## src/rtl/primus_pkg.sv

```systemverilog
// Shared integer-pipeline types: load sizes, writeback entry layout, and
// architectural widths used across the pipeline.
package primus_pkg;

    localparam int XLEN       = 64;
    localparam int REG_ADDR_W = 5;

    typedef enum logic [1:0] {
        LS_B = 2'b00,
        LS_H = 2'b01,
        LS_W = 2'b10,
        LS_D = 2'b11
    } ls_e;

    typedef enum logic [1:0] {
        BUF_EMPTY = 2'b00,
        BUF_ONE   = 2'b01,
        BUF_TWO   = 2'b10
    } buf_state_e;

    typedef struct packed {
        logic                  we;
        logic [REG_ADDR_W-1:0] addr;
        logic [XLEN-1:0]       data;
    } wb_entry_t;

endpackage

```

## src/rtl/wb_load_fmt.sv

```systemverilog
// Combinational load formatter: shifts the aligned doubleword down to the
// accessed bytes and sign- or zero-extends byte/half/word results.
module wb_load_fmt
    import primus_pkg::*;
#(
    parameter int W = XLEN
) (
    input  logic [W-1:0] data_i,
    input  logic [2:0]   addr_lsb_i,
    input  ls_e          size_i,
    input  logic         unsigned_i,
    output logic [W-1:0] data_o
);

    logic [W-1:0] shifted;

    // Bytes moved past the top of the doubleword fill with zeros.
    assign shifted = data_i >> {addr_lsb_i, 3'b000};

    always_comb begin
        data_o = shifted;
        case (size_i)
            LS_B:    data_o = {{(W-8){~unsigned_i & shifted[7]}}, shifted[7:0]};
            LS_H:    data_o = {{(W-16){~unsigned_i & shifted[15]}}, shifted[15:0]};
            LS_W:    data_o = {{(W-32){~unsigned_i & shifted[31]}}, shifted[31:0]};
            default: data_o = shifted;
        endcase
    end

endmodule

```

## src/rtl/wb_stage.sv

```systemverilog
// Writeback stage: two-entry skid buffer feeding the register-file write port
// and the bypass network. Optional retire counter enabled by WB_INSTRET_EN.
//
// state     | meaning
// BUF_EMPTY | no buffered results, head invalid
// BUF_ONE   | one result at head, newest == oldest
// BUF_TWO   | two results, ready_o low until head drains
module wb_stage
    import primus_pkg::*;
#(
    parameter int DATA_WIDTH = XLEN,
    parameter int ADDR_W     = REG_ADDR_W
) (
    input  logic                  clk_i,
    input  logic                  rst_i,
    input  logic                  valid_i,
    output logic                  ready_o,
    input  logic                  rd_we_i,
    input  logic [ADDR_W-1:0]     rd_addr_i,
    input  logic [DATA_WIDTH-1:0] result_i,
    input  logic                  is_load_i,
    input  logic [1:0]            load_size_i,
    input  logic                  load_unsigned_i,
    input  logic [2:0]            addr_lsb_i,
    input  logic [DATA_WIDTH-1:0] load_data_i,
    input  logic                  hold_i,
    output logic                  rf_we_o,
    output logic [ADDR_W-1:0]     rf_waddr_o,
    output logic [DATA_WIDTH-1:0] rf_wdata_o,
    output logic                  fwd0_valid_o,
    output logic [ADDR_W-1:0]     fwd0_addr_o,
    output logic [DATA_WIDTH-1:0] fwd0_data_o,
    output logic                  fwd1_valid_o,
    output logic [ADDR_W-1:0]     fwd1_addr_o,
    output logic [DATA_WIDTH-1:0] fwd1_data_o,
    output logic [63:0]           instret_o
);

    logic [DATA_WIDTH-1:0] load_fmt;
    logic [DATA_WIDTH-1:0] wdata_in;

    wb_load_fmt #(.W(DATA_WIDTH)) u_load_fmt (
        .data_i     (load_data_i),
        .addr_lsb_i (addr_lsb_i),
        .size_i     (ls_e'(load_size_i)),
        .unsigned_i (load_unsigned_i),
        .data_o     (load_fmt)
    );

    assign wdata_in = is_load_i ? load_fmt : result_i;

    buf_state_e                 state;
    buf_state_e                 state_nxt;
    logic                       rdy_q;
    logic                       head;
    logic                       tail;
    logic                       newest;
    logic [1:0]                 ent_we;
    logic [1:0][ADDR_W-1:0]     ent_addr;
    logic [1:0][DATA_WIDTH-1:0] ent_data;
    logic                       head_valid;
    logic                       push;
    logic                       pop;

    assign head_valid = (state != BUF_EMPTY);
    assign push       = valid_i & rdy_q;
    assign pop        = head_valid & ~hold_i;
    assign tail       = (state == BUF_EMPTY) ? head : ~head;
    assign newest     = (state == BUF_TWO) ? ~head : head;
    assign ready_o    = rdy_q;

    always_comb begin
        state_nxt = state;
        case (state)
            BUF_EMPTY: if (push) state_nxt = BUF_ONE;
            BUF_ONE: begin
                if (push && !pop)      state_nxt = BUF_TWO;
                else if (pop && !push) state_nxt = BUF_EMPTY;
            end
            BUF_TWO:   if (pop) state_nxt = BUF_ONE;
            default:   state_nxt = BUF_EMPTY;
        endcase
    end

    // Entries are cleared on reset so the write-port outputs read as zero.
    always_ff @(posedge clk_i) begin
        if (rst_i) begin
            state    <= BUF_EMPTY;
            rdy_q    <= 1'b0;
            head     <= 1'b0;
            ent_we   <= '0;
            ent_addr <= '0;
            ent_data <= '0;
        end else begin
            state <= state_nxt;
            rdy_q <= (state_nxt != BUF_TWO);
            if (push) begin
                ent_we[tail]   <= rd_we_i;
                ent_addr[tail] <= rd_addr_i;
                ent_data[tail] <= wdata_in;
            end
            if (pop) head <= ~head;
        end
    end

    assign rf_we_o    = pop & ent_we[head] & (ent_addr[head] != '0);
    assign rf_waddr_o = ent_addr[head];
    assign rf_wdata_o = ent_data[head];

    assign fwd1_valid_o = head_valid & ent_we[head] & (ent_addr[head] != '0);
    assign fwd1_addr_o  = ent_addr[head];
    assign fwd1_data_o  = ent_data[head];

    assign fwd0_valid_o = head_valid & ent_we[newest] & (ent_addr[newest] != '0);
    assign fwd0_addr_o  = ent_addr[newest];
    assign fwd0_data_o  = ent_data[newest];

`ifdef WB_INSTRET_EN
    logic [63:0] instret_q;

    always_ff @(posedge clk_i) begin
        if (rst_i)    instret_q <= '0;
        else if (pop) instret_q <= instret_q + 64'd1;
    end

    assign instret_o = instret_q;
`else
    assign instret_o = '0;
`endif

endmodule

```

## config.mk

```make
export PLATFORM = sky130hd
export DESIGN_NAME = wb_stage
export DESIGN_NICKNAME = d
export VERILOG_FILES = /design/src/rtl/primus_pkg.sv /design/src/rtl/wb_load_fmt.sv /design/src/rtl/wb_stage.sv
export SDC_FILE = /design/constraint.sdc
export NUM_CORES = 1
export LEC_CHECK = 0
export BUFFER_PORTS_ARGS = -buffer_cell sky130_fd_sc_hd__buf_4
export CAP_MARGIN = 20
export CORE_MARGIN = 3
export CORE_UTILIZATION = 30
export CTS_CLUSTER_SIZE = 16
export DETAILED_ROUTE_END_ITERATION = 12
export GPL_ROUTABILITY_DRIVEN = 0
export GPL_TIMING_DRIVEN = 0
export SETUP_SLACK_MARGIN = 0.05
export SYNTH_ARGS = -nofsm -noshare
export SYNTH_HDL_FRONTEND = slang
export SYNTH_SLANG_ARGS = --single-unit
```

## constraint.sdc

```tcl
create_clock -name clk_i -period 2.52 [get_ports clk_i]
set_clock_uncertainty 0.2 [all_clocks]
set_input_delay 0.126 -clock clk_i [delete_from_list [all_inputs] [get_ports clk_i]]
set_output_delay 0.126 -clock clk_i [all_outputs]
set_load 0.03 [all_outputs]
```

==> results.toml, run 1 <==
[global_route]
grt_pass1_wl_um = 70280
grt_start_max_net_pins = 17
grt_overflow = 0
antenna_found_initial = 3
grt_pass1_vias = 11280
gr-usage-all-layers = 0.2379

[synth]
synth_area_um2 = 10790
synth_top_family_by_area = "multiplexers"
synth_top_cell_by_area = "dfxtp_1"
synthMuxAreaShare = 0.2854
ys_types = 49
syn_inst = 1203
synth_xor_area_frac = 0.002435
synth_common_cells = "mux2_2 (153), dfxtp_1 (144), buf_4 (137), mux2i_1 (104), nor2_1 (90)"
yosysMostFrequentCell = "mux2_2"
yosysSeqAreaShare = 0.2672
synth_fa_ha_area_frac = 0
yosys_warnings = 0
synth.top_cells.by_area = "dfxtp_1 (27%), mux2_2 (16%), mux2i_1 (9.6%)"
synth_area_per_cell_um2 = 8.968
ys_async_sr_fraction = 0
ys_seq_elements = 144
synth-edff-count = 0
synth-compound-area-share = 0.1639
yosys.area_share.simple = 0.1454
synth_ff_type = "dfxtp_1"
synth_top_area_share = 0.2672

[floorplan]
dieArea_um2 = 38280
die_w_um = 195.6
start_util = 0.3085
core-area_um2 = 34970
fp.dieH_um = 195.6
rows = 68
io_pins = 420

[min_path]
hp-class = "input port to register"

[power]
seqPwrFrac = 0.319
switchingPower_mw = 2.902
powerDensity_nw_per_um2 = 488.7
ir_worst_vdd_mv = 0.4509
combPwrFrac = 0.364
switching_share = 0.3723
p_leak_nw = 7.086
intPower_mw = 4.893
clockPowerShare = 0.317

[final_layout]
drive_gt1_frac = 0.4634
area_growth_pct = 47.85
final_nets = 1867
antenna_cells = 0
final_cell_area_um2 = 15950

[clock_tree]
clkTransAtPathRegs_ns = 0.07
clk_path_buf_depth = 2
cts_made_buffers = 17
clock-sinks = 144
cts_root_buffer = "clkbuf_16"
h-tree-depth = 4
cts_tree = "yes"
clock_latency_ns = 0.43

[placed_design]
hpwl_um = 37440
placed_area_um2 = 14250
io_buffers = 352

[status]
outcome = "complete, no violations"

[sta]
clock.fmax_ghz = 0.4048
tns_ns = 0
fin_crit_sh = 0.9802
rsz0062_at_grt = "yes"
setup_viol = 0
drv_slew = 0
period_needed_ns = 2.470
tightest_slew_ns = 0.9224
maxSlewHeadroom = 0.3817
finalHoldViolations = 0

[critical_path]
crit_type = "register to output port"
cp.required_ns = 2.19
worstPathMaxFanout = 10
cp.arrival_ns = 2.14
start_kind = "register"
setup.worst_path.end_class = "output port"

[detailed_routing]
vias = 11430
dr.pass1.iters = 5
drc = 0
drt-wirelength-per-cell_um = 21.94
vias_per_cell = 5.221
route.antenna.remaining_nets = 0
wirelength_um = 48040
drt_iter0_markers = 851

[run]
maxCapViolations = 0
## worst paths after layout
check | startpoint | to | slack (ns) | cells past startpoint
worst min register to register | ent_data[68]$_SDFFE_PP0P_ | ent_data[68]$_SDFFE_PP0P_ | 0.27 | 2
worst max register to register | state[0]$_SDFF_PP0_ | ent_data[33]$_SDFFE_PP0P_ | 0.16 | 7
worst min-delay path | is_load_i | ent_data[63]$_SDFFE_PP0P_ | 0.01 | 3
worst max-delay path | head$_SDFFE_PP0P_ | fwd0_data_o[15] | 0.05 | 6
## cell usage in the layout, fill, tap and decap left out, types with 49 or more instances in the layout
| cell | Yosys | routed |
|---|---|---|
| buf_4 | 137 | 497 |
| mux2_2 | 153 | 150 |
| dfxtp_1 | 144 | 141 |
| mux2i_1 | 104 | 104 |
| nor2_1 | 90 | 88 |
| dlygate4sd3_1 | 0 | 77 |
| nand2_1 | 73 | 73 |
| conb_1 | 1 | 64 |
| nand3b_1 | 52 | 52 |
| a211oi_1 | 50 | 49 |
## what timing repair did
| item | 4_1_cts | 5_1_grt |
|---|---|---|
| endpoints found under the hold margin | 137 | 0 |
| buffers inserted | 9 | 0 |
| endpoints found under the setup margin | 349 | 109 |
| gates resized for setup | 65 | 32 |
| hold buffers | 77 | 0 |
| pin swaps | 7 | 2 |
## registers in the layout, indices dropped and copies added, names as in the netlist
name	count
head	1
ent_we	2
ready_o	1
ent_data	128
ent_addr	10
state	2
## power groups by stage
stage	combinational, mW	clock, mW	sequential, mW
floorplan	1.71	0	2.50
detailed placement	2.64	0	2.53
global placement	2.63	0	2.52
CTS	2.80	2.49	2.48
finish	2.84	2.47	2.48
global route	2.99	2.58	2.50
## per-layer routing
metal | vias up | wire [um] | track usage
met3 | 43 | 3703 | 0.05124
met4 | 6 | 789 | 0.05519
met5 | - | 43 | 0
li1 | 5322 | - | -
met2 | 490 | 23750 | 0.4113
met1 | 5573 | 19750 | 0.3032
## kinds of logic after synthesis
family                    after synthesis
xor gates and xnor gates                3
and+or+nand+nor                       293
DFF                                   144
buffers and inverters                 240
muxes                                 271
AOI/OAI and AO/OA                     251
other                                   1
## final cells by class
cell class              instances  area (um^2)
fillers                      3438        19020
multi-input cells             882         6807
repair buffers                438         3488
flip-flops and latches        144         2889
plain buffers                 235         1633
well taps                     455        569.3
clock buffers                  17        425.4
clock inverters                15        125.1
inverters                       4        15.01
## worst max-delay path: stages, from the launching register on
cell	delay (ns)
dfxtp_4	0.35
buf_4	0.17
xnor2_4	0.22
clkbuf_16	0.22
buf_6	0.18
mux2_2	0.38
buf_4	0.18
## stage by stage
step | setup slack, ns | power (mW) | hold WS, ns | utilization | instances
floorplan | 0.02617 | 4.215 | 0.06197 | - | 1266
global placement | -0.7351 | 5.153 | 0.1840 | 0.4077 | 2073
detailed placement | -0.7761 | 5.170 | 0.1960 | 0.4077 | 2073
CTS | 0.05069 | 7.770 | 0.0007871 | 0.4542 | 2190
global route | 0.02230 | 8.064 | 0.06290 | 0.4562 | 2190
finish | 0.04983 | 7.795 | 0.01469 | 0.4562 | 2190
Power figures use the tool's default switching activity.
==> run 2, diff against run 1 <==
--- a/config.mk
+++ b/config.mk
@@ -13,6 +13,7 @@
 export DETAILED_ROUTE_END_ITERATION = 12
 export GPL_ROUTABILITY_DRIVEN = 0
 export GPL_TIMING_DRIVEN = 0
+export PLACE_DENSITY = 0.61
 export SETUP_SLACK_MARGIN = 0.05
 export SYNTH_ARGS = -nofsm -noshare
 export SYNTH_HDL_FRONTEND = slang
==> run 2 against run 1 <==
Critical path depth stayed put. Final cell count grew 0.55%. Setup slack worse by 0.013 ns. Largest cell class unchanged. Sequential power about the same. Clock-buffer cell count is the same. Power rose by 2.3%. Core utilization increased by 1.3 points. Flip-flop and latch count unchanged.
==> results.toml, run 2 (synthesis gave the netlist of run 1 again) <==
[sta]
tightest_slew_ns = 0.8322
maxSlewHeadroom = 0.4414
drv_slew = 0
setup_viol = 0
tns_ns = 0
finalHoldViolations = 0
period_needed_ns = 2.483
clock.fmax_ghz = 0.4028
fin_crit_sh = 0.9852
rsz0062_at_grt = "yes"
setup_ws_ns = 0.03722

[clock_tree]
cts_root_buffer = "clkbuf_16"
h-tree-depth = 4
clock-sinks = 144
clkTransAtPathRegs_ns = 0.06
cts_made_buffers = 17
clock_latency_ns = 0.43
cts_tree = "yes"
clk_path_buf_depth = 2

[critical_path]
rr_endpoint = "ent_data[120]$_SDFFE_PP0P_"
cpMaxStageDelayCell = "dfxtp_4"
r2r_cells = 6
setup.worst_path.end_class = "output port"
worstPathMaxFanout = 10
cp.required_ns = 2.19
startpoint = "state[1]$_SDFF_PP0_"
cp_slowest_stage_delay_ns = 0.36
cp.arrival_ns = 2.16
start_kind = "register"
crit_type = "register to output port"
path_cells = "nor2b_4 -> xnor2_4 -> clkbuf_16 -> buf_12 -> mux2_2 -> buf_4"
endpoint = "fwd0_data_o[5]"
r2r_start = "state[0]$_SDFF_PP0_"
r2r_slack_ns = 0.22

[global_route]
grt_start_max_net_pins = 17
grt_pass1_vias = 11290
antenna_found_initial = 10
grt_overflow = 0
grt_pass1_wl_um = 70220
gr-usage-all-layers = 0.2382

[final_layout]
top_regs = "ent_data x128, ent_addr x10"
largest-register = "ent_data"
mostFrequentLayoutCells = "buf_4 (452), dfxtp_1 (141), mux2_2 (125)"
final_common_cell = "buf_4"
area_growth_pct = 52.00
largest_reg_flops = 128
final_nets = 1874
drive_gt1_frac = 0.4690

[min_path]
hp-class = "input port to register"
holdCritStartpoint = "is_load_i"
hold_depth = 3

[detailed_routing]
vias_per_cell = 5.274
drc = 0
drt_iter0_markers = 834
route.antenna.remaining_nets = 0
wirelength_um = 49000
dr.pass1.iters = 5
drt-wirelength-per-cell_um = 22.25
vias = 11610

[power]
powerDensity_nw_per_um2 = 486.3
total_power_mw = 7.975
p_leak_nw = 7.311
ir_worst_vdd_mv = 0.4348

[placed_design]
hpwl_um = 37450
io_buffers = 352
dpl_worst_slack_ns = -0.6729

[status]
outcome = "complete, no violations"

[floorplan]
core-area_um2 = 34970
rows = 68
die_w_um = 195.6
io_pins = 420
start_util = 0.3085
dieArea_um2 = 38280
fp.dieH_um = 195.6

[run]
maxCapViolations = 0
-- run 2: report_power, final --
part	internal (mW)	total, mW	leakage, nW	switching [mW]
sequential	2.39	2.49	1.17	0.0974
combinational	1.29	2.95	5.85	1.66
clock	1.32	2.54	0.285	1.22
total	5.00	7.97	7.31	2.98
-- run 2: how the worst min path moves through the flow --
stage,slack [ns],endpoint
after floorplan,0.06,ent_addr[0]$_SDFFE_PP0P_
after global placement,0.18,ent_addr[6]$_SDFFE_PP0P_
after detailed placement,0.19,ent_addr[8]$_SDFFE_PP0P_
after CTS,0.005,ent_data[56]$_SDFFE_PP0P_
after global routing,0.03,ent_data[127]$_SDFFE_PP0P_
final,0.02,ent_data[56]$_SDFFE_PP0P_
-- run 2: repair_timing --
action,in CTS,in global routing
hold buffers,75,0
endpoints found under the hold margin,133,0
setup endpoints to repair,344,126
setup buffers,9,5
gates resized for setup,78,108
cloned,1,3
pin swaps,4,6
-- run 2: layer usage --
layer,vias to the layer above,part of all wire,track usage
met5,-,0.0013,0
met4,10,0.024,0.07658
met3,77,0.092,0.06228
met2,592,0.48,0.3972
met1,5590,0.40,0.3002
li1,5345,-,-
-- run 2: critical path, delay by kind of cell, from the launching register on --
family | cells | cell delay, ns
buffers and inverters | 3 | 0.60
and+or+nand+nor | 1 | 0.15
muxes | 1 | 0.35
xor gates and xnor gates | 1 | 0.27
DFF | 1 | 0.36
-- run 2: final cells by class --
type                    instances  area (um^2)
plain buffers                 235         1665
fillers                      3347        18570
clock inverters                15        141.4
inverters                       4        15.01
clock buffers                  17        425.4
repair buffers                445         3765
multi-input cells             882         6914
flip-flops and latches        144         2892
diodes                          5        12.51
well taps                     455        569.3
-- run 2: stage by stage --
step	area (um^2)	hold slack [ns]	util	instances
after global placement	14250	0.1840	0.4077	2073
after CTS	15940	0.005296	0.4557	2189
after global routing	16400	0.03401	0.4689	2201
after detailed placement	14250	0.1933	0.4077	2073
final	16400	0.02159	0.4690	2202
after floorplan	11040	0.06197	-	1266
